$ cat src/rtl/fetch_unit_if.sv
// Fetch-unit bus bundle: instruction-memory request/response, redirect from execute,
// and the fetch-to-decode handshake. master = fetch unit side, slave = environment side.
interface fetch_unit_if;
    logic        imem_req_valid;
    logic [31:0] imem_req_addr;
    logic        imem_req_ready;
    logic        imem_rsp_valid;
    logic [31:0] imem_rsp_data;
    logic        redirect_valid;
    logic [31:0] redirect_pc;
    logic        fd_valid;
    logic [31:0] fd_instruction;
    logic [31:0] fd_pc;
    logic        fd_ready;

    modport master (
        output imem_req_valid, imem_req_addr, fd_valid, fd_instruction, fd_pc,
        input  imem_req_ready, imem_rsp_valid, imem_rsp_data, redirect_valid, redirect_pc, fd_ready
    );

    modport slave (
        input  imem_req_valid, imem_req_addr, fd_valid, fd_instruction, fd_pc,
        output imem_req_ready, imem_rsp_valid, imem_rsp_data, redirect_valid, redirect_pc, fd_ready
    );
endinterface

$ cat src/rtl/fetch_unit.sv
// In-order instruction fetch: PC sequencing, in-flight PC queue, decode buffer and redirect flush.
// Define FETCH_STALL_CNT_EN to add the saturating stall_count output.
module fetch_unit #(
    parameter logic [31:0] RESET_PC  = 32'h0000_0000,
    parameter int          BUF_DEPTH = 2
) (
    input  logic         clk,
    input  logic         rst,
    fetch_unit_if.master bus
`ifdef FETCH_STALL_CNT_EN
    ,
    output logic [31:0]  stall_count
`endif
);
    localparam int          PW      = (BUF_DEPTH > 1) ? $clog2(BUF_DEPTH) : 1;
    localparam int          CW      = $clog2(BUF_DEPTH + 1);
    localparam logic [CW:0] DEPTH_L = (CW + 1)'(BUF_DEPTH);

    typedef enum logic {RUN, FLUSH} state_t;

    state_t        state_q, state_d;
    logic [31:0]   pc_q, pc_d;
    logic [CW-1:0] drop_q, drop_d;

    logic [31:0]   ifq_mem [BUF_DEPTH];
    logic [PW-1:0] ifq_wr_q, ifq_wr_d, ifq_rd_q, ifq_rd_d;
    logic [CW-1:0] ifq_cnt_q, ifq_cnt_d;

    logic [31:0]   buf_instr_mem [BUF_DEPTH];
    logic [31:0]   buf_pc_mem    [BUF_DEPTH];
    logic [PW-1:0] buf_wr_q, buf_wr_d, buf_rd_q, buf_rd_d;
    logic [CW-1:0] buf_cnt_q, buf_cnt_d;

    logic [CW:0]   occupancy;
    logic [CW:0]   drop_sum;
    logic          req_fire, rsp_keep, fd_fire, head_vis;

    function automatic logic [PW-1:0] ptr_inc(input logic [PW-1:0] p);
        return (p == PW'(BUF_DEPTH - 1)) ? '0 : p + 1'b1;
    endfunction

    // Counting in-flight words against the buffer guarantees every response has a slot.
    assign occupancy          = {1'b0, ifq_cnt_q} + {1'b0, buf_cnt_q};
    assign bus.imem_req_valid = !rst && !bus.redirect_valid && (drop_q == '0) && (occupancy < DEPTH_L);
    assign bus.imem_req_addr  = pc_q;
    assign req_fire           = bus.imem_req_valid && bus.imem_req_ready;
    assign rsp_keep           = bus.imem_rsp_valid && !bus.redirect_valid && (state_q == RUN)
                                && (ifq_cnt_q != '0);

    assign head_vis           = !rst && (buf_cnt_q != '0);
    assign bus.fd_valid       = head_vis && !bus.redirect_valid;
    assign bus.fd_instruction = head_vis ? buf_instr_mem[buf_rd_q] : '0;
    assign bus.fd_pc          = head_vis ? buf_pc_mem[buf_rd_q] : '0;
    assign fd_fire            = bus.fd_valid && bus.fd_ready;

    // NOTE: every signal gets a default at the top so no path leaves one unassigned (no latch).
    always_comb begin
        pc_d      = pc_q;
        state_d   = state_q;
        drop_d    = drop_q;
        ifq_wr_d  = ifq_wr_q;
        ifq_rd_d  = ifq_rd_q;
        ifq_cnt_d = ifq_cnt_q;
        buf_wr_d  = buf_wr_q;
        buf_rd_d  = buf_rd_q;
        buf_cnt_d = buf_cnt_q;
        drop_sum  = {1'b0, drop_q} + {1'b0, ifq_cnt_q};

        if (bus.redirect_valid) begin
            // Everything still owed by memory becomes a response to throw away.
            if (bus.imem_rsp_valid && (drop_sum != '0)) drop_sum = drop_sum - 1'b1;
            pc_d      = bus.redirect_pc & 32'hFFFF_FFFC;
            drop_d    = drop_sum[CW-1:0];
            state_d   = (drop_sum != '0) ? FLUSH : RUN;
            ifq_wr_d  = '0;
            ifq_rd_d  = '0;
            ifq_cnt_d = '0;
            buf_wr_d  = '0;
            buf_rd_d  = '0;
            buf_cnt_d = '0;
        end else begin
            if (req_fire) begin
                pc_d     = pc_q + 32'd4;
                ifq_wr_d = ptr_inc(ifq_wr_q);
            end
            if (rsp_keep) begin
                ifq_rd_d = ptr_inc(ifq_rd_q);
                buf_wr_d = ptr_inc(buf_wr_q);
            end
            if (fd_fire) buf_rd_d = ptr_inc(buf_rd_q);
            ifq_cnt_d = ifq_cnt_q + CW'(req_fire) - CW'(rsp_keep);
            buf_cnt_d = buf_cnt_q + CW'(rsp_keep) - CW'(fd_fire);

            case (state_q)
                RUN:   state_d = RUN;
                FLUSH: begin
                    if (bus.imem_rsp_valid && (drop_q != '0)) drop_d = drop_q - 1'b1;
                    state_d = (drop_d == '0) ? RUN : FLUSH;
                end
                default: state_d = RUN;
            endcase
        end
    end

    // NOTE: state registers use non-blocking assignment so all of them update together at the edge.
    always_ff @(posedge clk) begin
        if (rst) begin
            state_q   <= RUN;
            pc_q      <= RESET_PC;
            drop_q    <= '0;
            ifq_wr_q  <= '0;
            ifq_rd_q  <= '0;
            ifq_cnt_q <= '0;
            buf_wr_q  <= '0;
            buf_rd_q  <= '0;
            buf_cnt_q <= '0;
        end else begin
            state_q   <= state_d;
            pc_q      <= pc_d;
            drop_q    <= drop_d;
            ifq_wr_q  <= ifq_wr_d;
            ifq_rd_q  <= ifq_rd_d;
            ifq_cnt_q <= ifq_cnt_d;
            buf_wr_q  <= buf_wr_d;
            buf_rd_q  <= buf_rd_d;
            buf_cnt_q <= buf_cnt_d;
        end
    end

    // NOTE: storage arrays are not reset; cleared counts make stale entries unreachable.
    always_ff @(posedge clk) begin
        if (req_fire) ifq_mem[ifq_wr_q] <= pc_q;
        if (rsp_keep) begin
            buf_instr_mem[buf_wr_q] <= bus.imem_rsp_data;
            buf_pc_mem[buf_wr_q]    <= ifq_mem[ifq_rd_q];
        end
    end

`ifdef FETCH_STALL_CNT_EN
    logic [31:0] stall_q;

    always_ff @(posedge clk) begin
        if (rst) begin
            stall_q <= '0;
        end else if (bus.fd_valid && !bus.fd_ready && (stall_q != 32'hFFFF_FFFF)) begin
            stall_q <= stall_q + 32'd1;
        end
    end

    assign stall_count = stall_q;
`endif
endmodule

$ cat src/flat_wrapper.sv
// flat-port wrapper written by rule: the top's interface ports become plain ports
module fetch_unit_flat 
#(
    parameter logic [31:0] RESET_PC  = 32'h0000_0000,
    parameter int          BUF_DEPTH = 2
)
  (clk, rst, bus_imem_req_valid, bus_imem_req_addr, bus_fd_valid, bus_fd_instruction, bus_fd_pc, bus_imem_req_ready, bus_imem_rsp_valid, bus_imem_rsp_data, bus_redirect_valid, bus_redirect_pc, bus_fd_ready);
  fetch_unit_if bus_i ();
  input  logic clk;
  input  logic rst;
  output wire logic [$bits(bus_i.imem_req_valid)-1:0] bus_imem_req_valid;
  output wire logic [$bits(bus_i.imem_req_addr)-1:0] bus_imem_req_addr;
  output wire logic [$bits(bus_i.fd_valid)-1:0] bus_fd_valid;
  output wire logic [$bits(bus_i.fd_instruction)-1:0] bus_fd_instruction;
  output wire logic [$bits(bus_i.fd_pc)-1:0] bus_fd_pc;
  input wire logic [$bits(bus_i.imem_req_ready)-1:0] bus_imem_req_ready;
  input wire logic [$bits(bus_i.imem_rsp_valid)-1:0] bus_imem_rsp_valid;
  input wire logic [$bits(bus_i.imem_rsp_data)-1:0] bus_imem_rsp_data;
  input wire logic [$bits(bus_i.redirect_valid)-1:0] bus_redirect_valid;
  input wire logic [$bits(bus_i.redirect_pc)-1:0] bus_redirect_pc;
  input wire logic [$bits(bus_i.fd_ready)-1:0] bus_fd_ready;
  assign bus_imem_req_valid = bus_i.imem_req_valid;
  assign bus_imem_req_addr = bus_i.imem_req_addr;
  assign bus_fd_valid = bus_i.fd_valid;
  assign bus_fd_instruction = bus_i.fd_instruction;
  assign bus_fd_pc = bus_i.fd_pc;
  assign bus_i.imem_req_ready = bus_imem_req_ready;
  assign bus_i.imem_rsp_valid = bus_imem_rsp_valid;
  assign bus_i.imem_rsp_data = bus_imem_rsp_data;
  assign bus_i.redirect_valid = bus_redirect_valid;
  assign bus_i.redirect_pc = bus_redirect_pc;
  assign bus_i.fd_ready = bus_fd_ready;
  fetch_unit #(.RESET_PC(RESET_PC), .BUF_DEPTH(BUF_DEPTH)) u_core (.clk(clk), .rst(rst), .bus(bus_i));
endmodule
$ cat config.mk
export PLATFORM = sky130hd
export DESIGN_NAME = fetch_unit_flat
export DESIGN_NICKNAME = d
export VERILOG_FILES = /design/src/rtl/fetch_unit_if.sv /design/src/rtl/fetch_unit.sv /design/src/flat_wrapper.sv
export SDC_FILE = /design/constraint.sdc
export NUM_CORES = 1
export LEC_CHECK = 0
export BUFFER_PORTS_ARGS = -buffer_cell sky130_fd_sc_hd__clkbuf_2
export CAP_MARGIN = 20
export CORE_MARGIN = 2
export CORE_UTILIZATION = 60
export DETAILED_ROUTE_END_ITERATION = 10
export GPL_TIMING_DRIVEN = 0
export PLACE_DENSITY = 0.85
export SYNTH_ARGS = -nofsm -noshare
export SYNTH_HDL_FRONTEND = slang
export SYNTH_SLANG_ARGS = --single-unit
export TNS_END_PERCENT = 5
$ cat constraint.sdc
create_clock -name clk -period 9 [get_ports clk]
set_clock_uncertainty 0.15 [all_clocks]
set_input_delay 0.45 -clock clk [delete_from_list [all_inputs] [get_ports clk]]
set_output_delay 0.45 -clock clk [all_outputs]
set_load 0.02 [all_outputs]
## Word level (Yosys, flattened, before mapping)

Memories as Yosys holds them, arrays and structs flattened. A register that Yosys moved wholly into a read port is not among the register bits.
Cells that the tools add are included.

| word-level totals | value |
|---|---|
| flip-flop bits (word level) | 43 |
| latch bits | 0 |
| RAM bits | 192 |
| ROM bits | 0 |
| input port bits | 70 |
| output and inout port bits | 98 |
| word-level logic and storage cells | 81 |
| memories kept | 3 |

Memory list:

| name | depth | bits a word | read ports | clocked after memory_dff | wr ports | line | source |
|---|---|---|---|---|---|---|---|
| u_core.buf_instr_mem | 2 | 32 | 1 | 1 | 1 | fetch_unit.sv:29 | `logic [31:0] buf_instr_mem [BUF_DEPTH];` |
| u_core.buf_pc_mem | 2 | 32 | 1 | 1 | 1 | fetch_unit.sv:30 | `logic [31:0] buf_pc_mem [BUF_DEPTH];` |
| u_core.ifq_mem | 2 | 32 | 1 | 1 | 1 | fetch_unit.sv:25 | `logic [31:0] ifq_mem [BUF_DEPTH];` |

| operators by class | value |
|---|---|
| add/subtract/negate cells | 13 |
| multiply operators | 0 |
| div/mod/pow operators | 0 |
| order comparisons | 1 |
| eq/ne operators | 0 |
| shift operators | 0 |
| multiplexer cells | 29 |
| bitwise gates (word level) | 1 |
| reduce and logical (&&, ||, !) cells | 24 |

Operators by type and width:

| operator | count |
|---|---|
| two-way mux 32 bit | 4 |
| adder 32 x 3 -> 32 bit, second input constant | 1 |
| two-way mux 1 bit | 17 |
| logical AND 1 bit | 12 |
| two-way mux 2 bit | 5 |
| nonzero test 2 bit | 5 |
| adder 2 x 2 -> 3 bit | 2 |
| two-way mux 3 bit | 2 |
| nonzero test 3 bit | 2 |
| adder 1 bit, second input constant | 4 |
| adder 2 x 1 -> 2 bit | 2 |
| zero test 2 bit | 2 |
| subtractor 2 x 1 -> 2 bit | 2 |
| < comparator 3 x 2 -> 1 bit, second input constant | 1 |
| subtractor 3 x 1 -> 3 bit, second input constant | 1 |
| zero test 1 bit | 2 |
| case mux 1 bit (2 select lines) | 1 |
| OR reduction 2 bit | 1 |
| subtractor 2 x 1 -> 2 bit, second input constant | 1 |
| inverter 1 bit | 1 |

## Longest topological paths before layout

| depth | value |
|---|---|
| word-level depth | 9 |
| mapped depth | 11 |
| mapped depth without buffers | 10 |

## Worst setup path before layout

Ideal clock, no wire load.

| timing path | value |
|---|---|
| kind | input-to-reg |
| start | input bus_redirect_valid |
| end | memory u_core.buf_instr_mem[0][0] (enable) |
| setup time | 0.490 ns |
| data arrival time | 3.837 ns |
| data required time | 8.360 ns |
| setup slack | 4.523 ns |
| stages | 4 |
| buffers on the path | 0 |
| path through | nor2_1 > nand2_1 > a21oi_1 > nor2b_1 |

| between the ends | value |
|---|---|
| longest elaborated chain between the ends | 6 |

RTL lines:

| item | line | source |
|---|---|---|
| start: declaration | flat_wrapper.sv:19 | `input wire logic [$bits(bus_i.redirect_valid)-1:0] bus_redirect_valid;` |
| zero test 1 bit | fetch_unit.sv:47 | `assign rsp_keep = bus.imem_rsp_valid && !bus.redirect_valid && (state_q == RUN)` |
| logical AND 1 bit (2 in series) | fetch_unit.sv:47 |  |
| logical AND 1 bit | fetch_unit.sv:48 | `&& (ifq_cnt_q != '0);` |
| named net u_core.rsp_keep | fetch_unit.sv:36 | `logic req_fire, rsp_keep, fd_fire, head_vis;` |
| two-way mux 1 bit | fetch_unit.sv:133 | `if (rsp_keep) begin` |
| two-way mux 1 bit (not written as such) | fetch_unit.sv:134 | `buf_instr_mem[buf_wr_q] <= bus.imem_rsp_data;` |
| end: declaration | fetch_unit.sv:29 |  |

The timed path passes the listed nets, and every way through them passes these cells.

## Worst setup path in the final report

| timing path | value |
|---|---|
| start | register u_core.ifq_cnt_q[0] |
| end | memory u_core.ifq_mem[0][17] (enable) |

| between the ends | value |
|---|---|
| longest elaborated chain between the ends | 6 |

RTL lines:

| item | line | source |
|---|---|---|
| start: declaration | fetch_unit.sv:27 | `logic [CW-1:0] ifq_cnt_q, ifq_cnt_d;` |
| start signal: assignment | fetch_unit.sv:123 | `ifq_cnt_q <= ifq_cnt_d;` |
| adder 2 x 2 -> 3 bit | fetch_unit.sv:43 | `assign occupancy = {1'b0, ifq_cnt_q} + {1'b0, buf_cnt_q};` |
| < comparator 3 x 2 -> 1 bit | fetch_unit.sv:44 | `assign bus.imem_req_valid = !rst && !bus.redirect_valid && (drop_q == '0) && (occupancy < DEPTH_L);` |
| logical AND 1 bit | fetch_unit.sv:44 |  |
| logical AND 1 bit | fetch_unit.sv:46 | `assign req_fire = bus.imem_req_valid && bus.imem_req_ready;` |
| two-way mux 1 bit | fetch_unit.sv:132 | `if (req_fire) ifq_mem[ifq_wr_q] <= pc_q;` |
| two-way mux 1 bit (not written as such) | fetch_unit.sv:132 |  |
| end: declaration | fetch_unit.sv:25 |  |

Every way passes these cells.

==> flow_metrics.tcl <==
set metrics [dict create \
    status "complete, no violations" \
    slew_headroom_pct 33.6 \
    grt_pass1_wl_um 29800 \
    async_reset_ff_share_pct 0 \
    drive_above_1_share_pct 28.5 \
    dpl_cell_area_um2 10400 \
    synth-main-ff-cell "edfxtp_1" \
    comb_power_share_pct 5.5 \
    cts_tree "done" \
    synth_edf_count 184 \
    clkPwrFrac_pct 42.8 \
    reg2reg_to "u_core.ifq_mem[0][17]" \
    r2r_start "u_core.ifq_cnt_q[0]" \
    gp_congestion 0.876 \
    setup_viol_count_final 0 \
    viasPerCell 5.46 \
    seq_area_frac_synth_pct 69.1 \
    setup_tns_ns 0 \
    initial_core_util_pct 61.0 \
    clockBufferDepth 3 \
    path_class "flop to flop" \
    final_hold_viol_count 0 \
    rows 45 \
    rr_worst_depth 8 \
    hp-class "input port to flop" \
    drc_errors 0 \
    timing.final.crit_share_pct 35.9 \
    switchingPower_w 0.000483 \
    clkLatencyLatePin_ns 0.50 \
    grt_max_degree 63 \
    grt-ovfl-total 0 \
    avgSynthCellArea_um2 14.2 \
    cts.clk_slew.worst_paths_ns 0.07 \
    fin_area_um2 11500 \
    htreeDepth 1 \
    finalCriticalPeriod_ns 3.23 \
    wl_um 19100 \
    power_frac_seq_pct 51.7 \
    syn_inst 650 \
    clkSinkCount 227 \
    ys_types 45 \
    grt_antenna_before_repair 0 \
    core-area_um2 15100 \
    cts_buffers 23 \
    cts_resized 0 \
    worstPathArrival_ns 3.28 \
    area_growth_pct 24.0 \
    portBuffers 160 \
    internal_power_w 0.00180 \
    post-cts-setup-buffer-count 0 \
    layout_commonest_cell "edfxtp_1" \
    fmax_ghz 0.309 \
    die_x_um 128 \
    worst_slew_pin_slew_ns 0.995 \
    whs_path_depth 1 \
    synth_area_leaders "edfxtp_1 (60%), dfxtp_1 (9.3%), mux2i_1 (7.1%)" \
    mostFrequentLayoutCells "edfxtp_1 (184), clkbuf_2 (160), nor2_1 (103)" \
    regToRegSetupSlack_ns 5.77 \
    ir_drop_v 0.000174 \
    firstDrtPassIters 5 \
    first_global_vias 5964 \
    ys_ff_latch 227 \
    switching_share_pct 21.1 \
    min_to "u_core.buf_instr_mem[0][12]" \
    nNetsFinal 952 \
    cap_violations 0 \
    crit_path_end_kind "flop" \
    ctsRootBufferMaster "clkbuf_16" \
    critPathMaxFanout 18 \
    die_h_um 128 \
    holdCritStartpoint "bus_imem_rsp_data[12]" \
    dieArea_um2 16400 \
    diodes 0 \
    powerDensity_nw_per_um2 200 \
    cp-start-kind "flop" \
    ios 168 \
    cts_hold_buf 28 \
    netlist.area_leader.share_pct 59.8 \
    syn_area_um2 9240 \
    yosysTopAreaCell "edfxtp_1" \
    crit_required_ns 9.04 \
    first_iter_violations 377 \
    cellLeakagePower_nw 4.19 \
    rsz0062_at_grt "no" \
    slew_viol_final 0 \
    gr-usage-all-layers_pct 23.1 \
    dp_hpwl_um 12700 \
    ant_nets 0 \
    post_drt_wl_per_cell_um 17.7 \
    num_vias 5872 \
    ys.warnings.count 0 \
    power_w 0.00229 \
]
## layout make-up
type                    count  area, µm²
clock buffers              26        628
clock inverters            15        170
multi-input cells         379       2680
fillers                   935       3690
plain buffers              34        151
well taps                 188        235
repair buffers            193       1160
inverters                  13       48.8
flip-flops and latches    227       6390
## power by group through the flow
stage / clock network (W) / registers (W) / logic (W)
finish: 0.000979 / 0.00118 / 0.000126
global route: 0.00103 / 0.00118 / 0.000139
CTS: 0.000992 / 0.00118 / 0.000126
detailed placement: 0 / 0.00120 / 0.000115
global placement: 0 / 0.00120 / 0.000108
floorplan: 0 / 0.00121 / 0.0000599
## through the flow
stage	setup WS, ns	util (%)	cells	hold slack (ns)
after floorplan	4.52	-	653	0.300
after global placement	2.97	67.9	1001	0.312
after detailed placement	5.81	68.5	1005	0.319
after CTS	5.76	75.6	1074	0.00153
after global routing	5.58	75.7	1075	0.00725
final	5.77	75.7	1075	0.0172
## registers in the layout (all words and copies together) (netlist names), named ones only
signal / cells
u_core.ifq_rd_q: 1
u_core.buf_instr_mem: 64
u_core.ifq_cnt_q: 2
u_core.buf_cnt_q: 2
u_core.bus.imem_req_addr: 30
u_core.ifq_mem: 60
u_core.buf_rd_q: 1
u_core.ifq_wr_q: 1
u_core.drop_q: 2
u_core.buf_pc_mem: 60
u_core.buf_wr_q: 1
u_core.state_q: 1
## cell families after synthesis
kind of cell	after synthesis	share of synthesized area (%)
XOR/XNOR	36	3.41
buffers and inverters	47	2.17
AO/OA/AOI/OAI	41	2.95
AND/OR/NAND/NOR	190	9.75
flip-flops	227	69.1
other	1	0.0406
multiplexers	97	10.9
adder cells (fa/ha/maj)	11	1.65
## synth_stat cells (13+ instances only)
cell type,instances
edfxtp_1,184
xnor2_1,19
dfxtp_1,43
mux2_2,31
a21oi_1,13
clkbuf_1,25
inv_1,13
nand2_1,26
mux2i_1,66
nor2_1,104
xor2_1,17
a211oi_1,18
## layer usage
layer  part of all wire [%]  track usage, %
met1                     42            30.1
met5                      0               0
met2                     49            39.7
met3                    7.2            4.05
met4                    2.2            7.95
## critical path, cell delays in order, from the launching register on
cell      delay, ns
dfxtp_1        0.36
inv_1          0.09
nor2_1         0.14
fa_1           0.48
and4bb_2       0.30
buf_2          0.23
nand2_1        0.14
nor2_2         0.79
buf_8          0.25
## worst max path at each step
stage,startpoint,endpoint,slack (ns),cells after the start
floorplan,bus_redirect_valid,u_core.buf_instr_mem[0][0],4.52,4
global placement,bus_redirect_valid,u_core.buf_instr_mem[0][18],2.97,5
detailed placement,u_core.ifq_cnt_q[0],u_core.ifq_mem[0][16],5.81,8
CTS,u_core.ifq_cnt_q[0],u_core.ifq_mem[0][17],5.76,8
global route,u_core.ifq_cnt_q[0],u_core.ifq_mem[0][20],5.58,8
finish,u_core.ifq_cnt_q[0],u_core.ifq_mem[0][17],5.77,8
No activity file was read; power rests on OpenSTA's default activity.
